### config.mk
export PLATFORM = sky130hd
export DESIGN_NAME = alu_seq_ctrl
export DESIGN_NICKNAME = d
export VERILOG_FILES = /design/src/rtl/alu_pkg.sv /design/src/rtl/seq_mul.sv /design/src/rtl/alu_seq_ctrl.sv
export SDC_FILE = /design/constraint.sdc
export NUM_CORES = 1
export LEC_CHECK = 0
export BUFFER_PORTS_ARGS = -buffer_cell sky130_fd_sc_hd__buf_2
export CAP_MARGIN = 10
export CORE_ASPECT_RATIO = 1.75
export CORE_MARGIN = 10
export CORE_UTILIZATION = 61
export DETAILED_ROUTE_END_ITERATION = 10
export PLACE_DENSITY = 0.86
export SLEW_MARGIN = 20
export SYNTH_ARGS = -nofsm -noshare
export SYNTH_HDL_FRONTEND = slang
export SYNTH_SLANG_ARGS = --single-unit
### constraint.sdc
create_clock -name clk -period 7.5 [get_ports clk]
set_input_delay 1.5 -clock clk [delete_from_list [all_inputs] [get_ports clk]]
set_output_delay 1.5 -clock clk [all_outputs]
set_load 0.01 [all_outputs]
### src/rtl/alu_pkg.sv
// Shared opcodes, flag positions and controller state encoding
// for the 16-bit sequenced ALU.
package alu_pkg;

    localparam logic [2:0] OP_CLR   = 3'b000;
    localparam logic [2:0] OP_ADD   = 3'b001;
    localparam logic [2:0] OP_SUB   = 3'b010;
    localparam logic [2:0] OP_AND   = 3'b011;
    localparam logic [2:0] OP_PASSB = 3'b100;
    localparam logic [2:0] OP_SHL   = 3'b101;
    localparam logic [2:0] OP_MUL   = 3'b110;
    localparam logic [2:0] OP_CMP   = 3'b111;

    localparam int FLAG_Z = 15;
    localparam int FLAG_N = 14;
    localparam int FLAG_C = 13;
    localparam int FLAG_V = 12;

    typedef enum logic [1:0] {
        ST_IDLE,
        ST_EXEC,
        ST_MUL,
        ST_DONE
    } state_t;

    function automatic logic [15:0] mk_status(
        input logic z,
        input logic n,
        input logic c,
        input logic v
    );
        logic [15:0] s;
        s         = '0;
        s[FLAG_Z] = z;
        s[FLAG_N] = n;
        s[FLAG_C] = c;
        s[FLAG_V] = v;
        return s;
    endfunction

endpackage

### src/rtl/seq_mul.sv
// Iterative shift-add unsigned multiplier, one step per clock.
// Ports: i_start loads operands; o_done is high during the final step's
// cycle, when o_product already shows the finished product.
module seq_mul #(
    parameter int DATA_W = 16
) (
    input  logic                clk,
    input  logic                rst,
    input  logic                i_start,
    input  logic [DATA_W-1:0]   i_a,
    input  logic [DATA_W-1:0]   i_b,
    output logic                o_done,
    output logic [2*DATA_W-1:0] o_product
);

    localparam int CNT_W = $clog2(DATA_W);
    localparam logic [CNT_W-1:0] LAST = CNT_W'(DATA_W - 1);

    logic [2*DATA_W-1:0] r_a_sh;
    logic [DATA_W-1:0]   r_b_sh;
    logic [2*DATA_W-1:0] r_acc;
    logic [CNT_W-1:0]    r_cnt;
    logic                r_run;

    logic [2*DATA_W-1:0] w_addend;
    logic [2*DATA_W-1:0] w_acc_nx;

    assign w_addend = r_b_sh[0] ? r_a_sh : '0;
    assign w_acc_nx = r_acc + w_addend;

    // Product is exposed one step early so the caller can capture it
    // on the same edge that retires the last step.
    assign o_done    = r_run && (r_cnt == LAST);
    assign o_product = w_acc_nx;

    always_ff @(posedge clk or posedge rst) begin
        if (rst) begin
            r_a_sh <= '0;
            r_b_sh <= '0;
            r_acc  <= '0;
            r_cnt  <= '0;
            r_run  <= 1'b0;
        end else if (i_start) begin
            r_a_sh <= {{DATA_W{1'b0}}, i_a};
            r_b_sh <= i_b;
            r_acc  <= '0;
            r_cnt  <= '0;
            r_run  <= 1'b1;
        end else if (r_run) begin
            r_acc  <= w_acc_nx;
            r_a_sh <= r_a_sh << 1;
            r_b_sh <= r_b_sh >> 1;
            r_cnt  <= r_cnt + 1'b1;
            if (r_cnt == LAST) begin
                r_run <= 1'b0;
            end
        end
    end

endmodule

### src/rtl/alu_seq_ctrl.sv
// Sequencing controller: accepts one ALU op on req_*, executes it
// (multiply via seq_mul), and returns registered result/hi/low/status
// on rsp_*. busy flags any non-idle state.
module alu_seq_ctrl
    import alu_pkg::*;
#(
    parameter int DATA_W = 16
) (
    input  logic              clk,
    input  logic              rst,
    input  logic              req_valid,
    output logic              req_ready,
    input  logic [2:0]        req_op,
    input  logic [DATA_W-1:0] req_a,
    input  logic [DATA_W-1:0] req_b,
    output logic              rsp_valid,
    input  logic              rsp_ready,
    output logic [DATA_W-1:0] result,
    output logic [DATA_W-1:0] hi,
    output logic [DATA_W-1:0] low,
    output logic [15:0]       status,
    output logic              busy
);

    localparam int SH_W = $clog2(DATA_W);

    state_t r_state;
    state_t w_state_nx;

    logic [2:0]        r_op;
    logic [DATA_W-1:0] r_a;
    logic [DATA_W-1:0] r_b;
    logic [DATA_W-1:0] r_result;
    logic [DATA_W-1:0] r_hi;
    logic [DATA_W-1:0] r_low;
    logic [15:0]       r_status;

    logic                w_accept;
    logic                w_mul_start;
    logic                w_mul_done;
    logic [2*DATA_W-1:0] w_prod;

    logic [DATA_W:0]   w_sum;
    logic [DATA_W:0]   w_dif;
    logic [DATA_W-1:0] w_shl;
    logic              w_big;
    logic [DATA_W-1:0] w_res;
    logic              w_wr;
    logic              w_c;
    logic              w_v;

    assign w_accept    = (r_state == ST_IDLE) && req_valid;
    assign w_mul_start = w_accept && (req_op == OP_MUL);

    seq_mul #(.DATA_W(DATA_W)) u_mul (
        .clk       (clk),
        .rst       (rst),
        .i_start   (w_mul_start),
        .i_a       (req_a),
        .i_b       (req_b),
        .o_done    (w_mul_done),
        .o_product (w_prod)
    );

    always_ff @(posedge clk or posedge rst) begin
        if (rst) begin
            r_state <= ST_IDLE;
        end else begin
            r_state <= w_state_nx;
        end
    end

    always_comb begin
        w_state_nx = r_state;
        unique case (r_state)
            ST_IDLE: begin
                if (req_valid) begin
                    w_state_nx = (req_op == OP_MUL) ? ST_MUL : ST_EXEC;
                end
            end
            ST_EXEC: w_state_nx = ST_DONE;
            ST_MUL: begin
                if (w_mul_done) begin
                    w_state_nx = ST_DONE;
                end
            end
            ST_DONE: begin
                if (rsp_ready) begin
                    w_state_nx = ST_IDLE;
                end
            end
            default: w_state_nx = ST_IDLE;
        endcase
    end

    assign w_sum = {1'b0, r_a} + {1'b0, r_b};
    assign w_dif = {1'b0, r_a} - {1'b0, r_b};
    // Any set bit above the shift-amount field means a full shift-out.
    assign w_big = |(r_b >> SH_W);
    assign w_shl = w_big ? '0 : (r_a << r_b[SH_W-1:0]);

    always_comb begin
        w_res = r_result;
        w_wr  = 1'b1;
        w_c   = 1'b0;
        w_v   = 1'b0;
        unique case (r_op)
            OP_CLR:   w_res = '0;
            OP_ADD: begin
                w_res = w_sum[DATA_W-1:0];
                w_c   = w_sum[DATA_W];
                w_v   = (r_a[DATA_W-1] == r_b[DATA_W-1]) &&
                        (w_sum[DATA_W-1] != r_a[DATA_W-1]);
            end
            OP_SUB, OP_CMP: begin
                w_res = w_dif[DATA_W-1:0];
                w_c   = w_dif[DATA_W];
                w_v   = (r_a[DATA_W-1] != r_b[DATA_W-1]) &&
                        (w_dif[DATA_W-1] != r_a[DATA_W-1]);
                w_wr  = (r_op != OP_CMP);
            end
            OP_AND:   w_res = r_a & r_b;
            OP_PASSB: w_res = r_b;
            OP_SHL:   w_res = w_shl;
            OP_MUL:   w_wr  = 1'b0;
            default:  w_wr  = 1'b0;
        endcase
    end

    always_ff @(posedge clk or posedge rst) begin
        if (rst) begin
            r_op     <= OP_CLR;
            r_a      <= '0;
            r_b      <= '0;
            r_result <= '0;
            r_hi     <= '0;
            r_low    <= '0;
            r_status <= '0;
        end else begin
            if (w_accept) begin
                r_op <= req_op;
                r_a  <= req_a;
                r_b  <= req_b;
            end
            if (r_state == ST_EXEC) begin
                if (w_wr) begin
                    r_result <= w_res;
                end
                // For CMP, a zero difference is exactly A == B.
                r_status <= mk_status(w_res == '0, w_res[DATA_W-1],
                                      w_c, w_v);
            end
            if ((r_state == ST_MUL) && w_mul_done) begin
                r_hi     <= w_prod[2*DATA_W-1:DATA_W];
                r_low    <= w_prod[DATA_W-1:0];
                r_status <= mk_status(w_prod == '0, 1'b0, 1'b0, 1'b0);
            end
        end
    end

    assign req_ready = (r_state == ST_IDLE);
    assign rsp_valid = (r_state == ST_DONE);
    assign busy      = (r_state != ST_IDLE);
    assign result    = r_result;
    assign hi        = r_hi;
    assign low       = r_low;
    assign status    = r_status;

endmodule

# ---- Yosys cells after proc, flatten, opt, wreduce, memory -nomap -nowiden
# Index checks and enable logic that the tools add are counted.
dict set report word_totals {
  regBits 186
  output_inout_bits 67
}
dict set report op_classes {
  muxes 24
  n_reduce_logical 17
  shift 1
  bitwise 1
  n_addsub 4
  n_eq_ne 20
}
# op n
set op_table {}
lappend op_table {{$mux W32} 5}
lappend op_table {{$pmux W16 S6} 1}
lappend op_table {{$mux W16} 5}
lappend op_table {{$add A32 B32 Y32} 1}
lappend op_table {{$logic_not A32 Y1} 1}
lappend op_table {{$add A16 B16 Y17} 1}
lappend op_table {{$sub A16 B16 Y17} 1}
lappend op_table {{$and A16 B16 Y16} 1}
lappend op_table {{$logic_not A16 Y1} 1}
lappend op_table {{$shl A16 B4 Y16} 1}
lappend op_table {{$eq A3 B3 Y1 const B} 5}
lappend op_table {{$reduce_or A12 Y1} 1}
lappend op_table {{$mux W2} 4}
lappend op_table {{$mux W4} 2}
lappend op_table {{$pmux W2 S4} 1}
lappend op_table {{$eq A3 B2 Y1 const B} 2}
lappend op_table {{$logic_and A1 B1 Y1} 6}
lappend op_table {{$pmux W1 S2} 3}
lappend op_table {{$reduce_bool A2 Y1} 3}
lappend op_table {{$add A4 B1 Y4 const B} 1}
lappend op_table {{$eq A2 B2 Y1 const B} 2}
lappend op_table {{$eq A4 B4 Y1 const B} 1}
lappend op_table {{$ne A2 B2 Y1 const B} 2}
lappend op_table {{$eq A3 B1 Y1 const B} 1}
lappend op_table {{11 further kinds} 15}

# ---- Longest topological paths before layout
dict set report depth {
  word_depth 6
  mapped_depth 16
  mapped_depth_nobuf 15
}

# ---- By module
# Synthesis repeated with hierarchy kept, for this count alone.
dict set report unflattened {
  cells_unflattened 1283
  area_unflattened_um2 12040.3
}
# mod cells_per_inst area_per_inst_um2 seq_area_each_um2 n_inst
set by_module_without_submodules {}
lappend by_module_without_submodules {alu_seq_ctrl 713 6615.1 2227.1 1}
lappend by_module_without_submodules {seq_mul 570 5425.2 2127.0 1}

# ---- Least setup slack after synthesis
# OpenSTA, ideal clock, no wires.
dict set report synth_timing {
  kind {flip-flop to flip-flop}
  from {register u_mul.r_b_sh[0]}
  to {register r_status[15], in the netlist status[15]}
  arrival_ns 3.591
  synth_period_minus_slack_ns 3.694
  required_ns 7.397
  path_stages_with_launch 15
  setup_slack_ns 3.806
  setup_time_ns 0.103
  cell_sequence {dfrtp_1 > clkbuf_1 > and2_1 > ha_1 > fa_1 > a21o_1 > a41oi_1 > o41ai_1 > a31oi_1 > xnor2_1 > or4_1 > or3_1 > nor4_2 > nand4_1 > o41ai_2}
}
dict set report synth_via {
  elab_chain_len 4
}
# element line_no
set synth_lines {}
lappend synth_lines {{from (decl)} seq_mul.sv:20} ;# logic [DATA_W-1:0] r_b_sh;
lappend synth_lines {{from (signal assigned)} seq_mul.sv:45} ;# r_b_sh <= i_b;
lappend synth_lines {{from (signal assigned)} seq_mul.sv:52} ;# r_b_sh <= r_b_sh >> 1;
lappend synth_lines {{$mux W32} seq_mul.sv:28} ;# assign w_addend = r_b_sh[0] ? r_a_sh : '0;
lappend synth_lines {{$add A32 B32 Y32} seq_mul.sv:29} ;# assign w_acc_nx = r_acc + w_addend;
lappend synth_lines {{$logic_not A32 Y1} alu_seq_ctrl.sv:156} ;# r_status <= mk_status(w_prod == '0, 1'b0, 1'b0, 1'b0);
lappend synth_lines {{$mux W16} alu_seq_ctrl.sv:153} ;# if ((r_state == ST_MUL) && w_mul_done) begin
lappend synth_lines {{to (signal assigned)} alu_seq_ctrl.sv:150} ;# r_status <= mk_status(w_res == '0, w_res[DATA_W-1],
lappend synth_lines {{to (signal assigned)} alu_seq_ctrl.sv:156}
lappend synth_lines {{to (decl)} alu_seq_ctrl.sv:36} ;# logic [15:0] r_status;
# Every way passes these cells.
# A chain may end at the register's enable or synchronous reset.

# ---- Worst setup path in the final report
# Ends and elaborated chain as after synthesis.

==> results.cfg <==
[run_status]
outcome = complete, no violations

[setup_path]
reg2reg_depth = 13
end_kind = flip-flop
cp-start-kind = flip-flop
path_cells = and2_1 > ha_1 > fa_1 > a21o_1 > a41oi_1 > o41ai_1 > a31oi_1 > xnor2_1 > or4_1 > or3_1 > nor4_2 > nand4_1 > o41ai_2
max_stage_delay_ns = 0.93
slowest_stage = dfrtp_1
required_ns = 7.85
critPathBufInv = 0
path_class = flip-flop to flip-flop
r2r_end = status[15]
cp.arrival_ns = 5.14
cp_max_fo = 33
r2r-start = u_mul.r_b_sh[0]
cp_top_family = compound AO/OA/AOI/OAI gates
reg2reg_slack_ns = 2.70

[route]
avgRoutedWirePerCell_um = 23.0
dr.pass1.iters = 6
vias_per_cell = 6.35
via_count = 10331
route.detailed.drc = 0
routed_wl_um = 37400
ant_nets = 0
dr.first_iter.drc_count = 836

[clocking]
cts-root-buf = clkbuf_16
cts_htree_levels = 4
cts_sinks = 174
cts_buffers = 17
cts_tree = yes
insertion_delay_ns = 0.45
postCtsSetupBuffers = 0
clkSlewWorstSetupHoldPaths_ns = 0.07
ctsResizeCount = 0
ctsHoldBuffers = 0
clockBufferDepth = 2

[floorplan]
dieArea_um2 = 25600
fp.dieW_um = 125
die_h_um = 204
start_util_pct = 61.8
rows = 67
core_area_um2 = 19100
ios = 106

[cells_and_area]
diodes = 0
fillers = 1589
mostFrequentLayoutCells = nand2_1, dfrtp_1, nor2_1
multi_input_area_um2 = 6970
areaGrowthSynthToFinish_pct = 9.40
layout-drive-gt1-share_pct = 14.8
regArea_um2 = 4360
final_common_cell = nand2_1
final_nets = 1486

[sta]
period_share_pct = 64.0
relSlewSlack_pct = 27.9
fin_crit_ns = 4.80
finalMaxSlewViolations = 0
rsz0062_at_grt = false
setup_viol_count_final = 0
fin_skew_ns = 0.00786
worstMarginPinSlew_ns = 1.08
max_clock_freq_ghz = 0.208
finalSetupTns_ns = 0
hold_viol = 0

[synth]
synth_fa_ha_area_share_pct = 8.09
synthMuxAreaShare_pct = 12.8
synth_ff_type = dfrtp_1
yosysTopAreaCell = dfrtp_1
ys_warn_count = 0
synth_xor_area_share_pct = 3.47
synth_top_family_by_area = compound AO/OA/AOI/OAI gates
synth_top_area_share_pct = 36.8
ys_seq_area_share_pct = 36.8
ys_seq_elements = 174
synth_edf_count = 0
synth_compound_area_share_pct = 17.1
synth_cell_type_count = 81
avgSynthCellArea_um2 = 8.90
synthTopCellsByArea = dfrtp_1, ha_1, mux2i_1, nand2_1, mux2_2
async_reset_ff_share_pct = 100
syn_area_um2 = 11800
synthCells = 1328
synthSimpleGateAreaFrac_pct = 17.0

[global_route]
grt_pass1_vias = 10657
grt_antenna_before_repair = 0
grt-ovfl-total = 0
grt_max_degree = 78
grt_pass1_wl_um = 58800
grt.total_usage_pct = 29.0

[run]
maxCapViolCount = 0

[worst_hold_path]
holdPathStages = 2
min_to = low[8]
hold_class = flip-flop to flip-flop
hp-start = low[8]

[placement]
numPortBuffers = 93
dp_hpwl_um = 28200
place_congestion = 1.06
-- registers in the layout, summed over array words and instances (netlist names) --
register,flops
u_mul.r_run,1
r_b,16
status,4
r_a,16
r_op,3
low,16
r_state,2
u_mul.r_b_sh,16
u_mul.r_cnt,4
u_mul.r_acc,32
result,16
hi,16
u_mul.r_a_sh,32
-- kinds of logic after synthesis --
family	Yosys count
AO/OA/AOI/OAI	317
XOR/XNOR	46
adder cells (fa/ha/maj)	75
buffers and inverters	133
flip-flops	174
multiplexers	138
other	1
AND/OR/NAND/NOR	444
-- cell type report --
cell class	instances	share of cell area, %
Clock buffer	23	3.62
Clock inverter	9	0.852
Sequential cell	174	33.7
Inverter	45	1.35
Timing Repair Buffer	104	4.24
Tap cell	241	2.33
Multi-Input combinational cell	1032	53.9
-- worst min-delay path, stage by stage (launching register included) --
cell and delay [ns]:
dfrtp_1 0.33, nand2_1 0.05, nand2_1 0.06
-- Yosys cell counts (5+ instances only) --
cell and n:
mux4_2 5, nand3_1 19, xor2_1 15, nor2_1 117, or3_1 8, o22ai_1 12, nor3_1 15, o31ai_1 7
inv_1 43, xnor2_1 30, nor4_1 6, and2_1 36, a211oi_1 10, o21ai_0 98, nand4_1 11, o22a_1 5
a221oi_1 8, and3_1 7, nand2_1 186, buf_4 12, clkbuf_1 68, o211ai_1 8, dfrtp_1 174, mux2i_1 82
a31oi_1 11, mux2_2 50, ha_1 70, nor2b_1 9, nand2b_1 12, a21o_1 19, a211o_1 6, a21oi_1 77
-- stage by stage --
stage / hold WS [ns] / cell area (um2) / util [%] / worst slack, ns / cells
global route: 0.497 / 12900 / 67.6 / 2.30 / 1628
finish: 0.470 / 12900 / 67.6 / 2.70 / 1628
CTS: 0.474 / 12900 / 67.6 / 2.76 / 1628
detailed placement: 0.457 / 12400 / 64.6 / 2.77 / 1596
global placement: 0.453 / 12400 / 64.6 / 2.89 / 1596
floorplan: 0.487 / 11900 / - / 1.28 / 1339
-- layer usage --
metal	vias up	track usage, %	routed length [um]
li1	4780	-	-
met2	398	53.0	19900
met5	-	0	0
met3	144	4.39	1580
met4	0	20.6	2620
met1	5009	29.3	13300
-- how the worst max path moves through the flow --
stage                          startpoint          to  slack (ns)  cells after the start
after global routing      u_mul.r_b_sh[0]  status[15]        2.30                     13
after floorplan                       rst       hi[0]        1.28                      1
after detailed placement  u_mul.r_b_sh[0]  status[15]        2.77                     13
after global placement    u_mul.r_b_sh[0]  status[15]        2.89                     13
after CTS                 u_mul.r_b_sh[0]  status[15]        2.76                     13
final                     u_mul.r_b_sh[0]  status[15]        2.70                     13
Power is not shown: default switching activity piles up to over one toggle a cycle in this logic, so the estimate is an artifact.
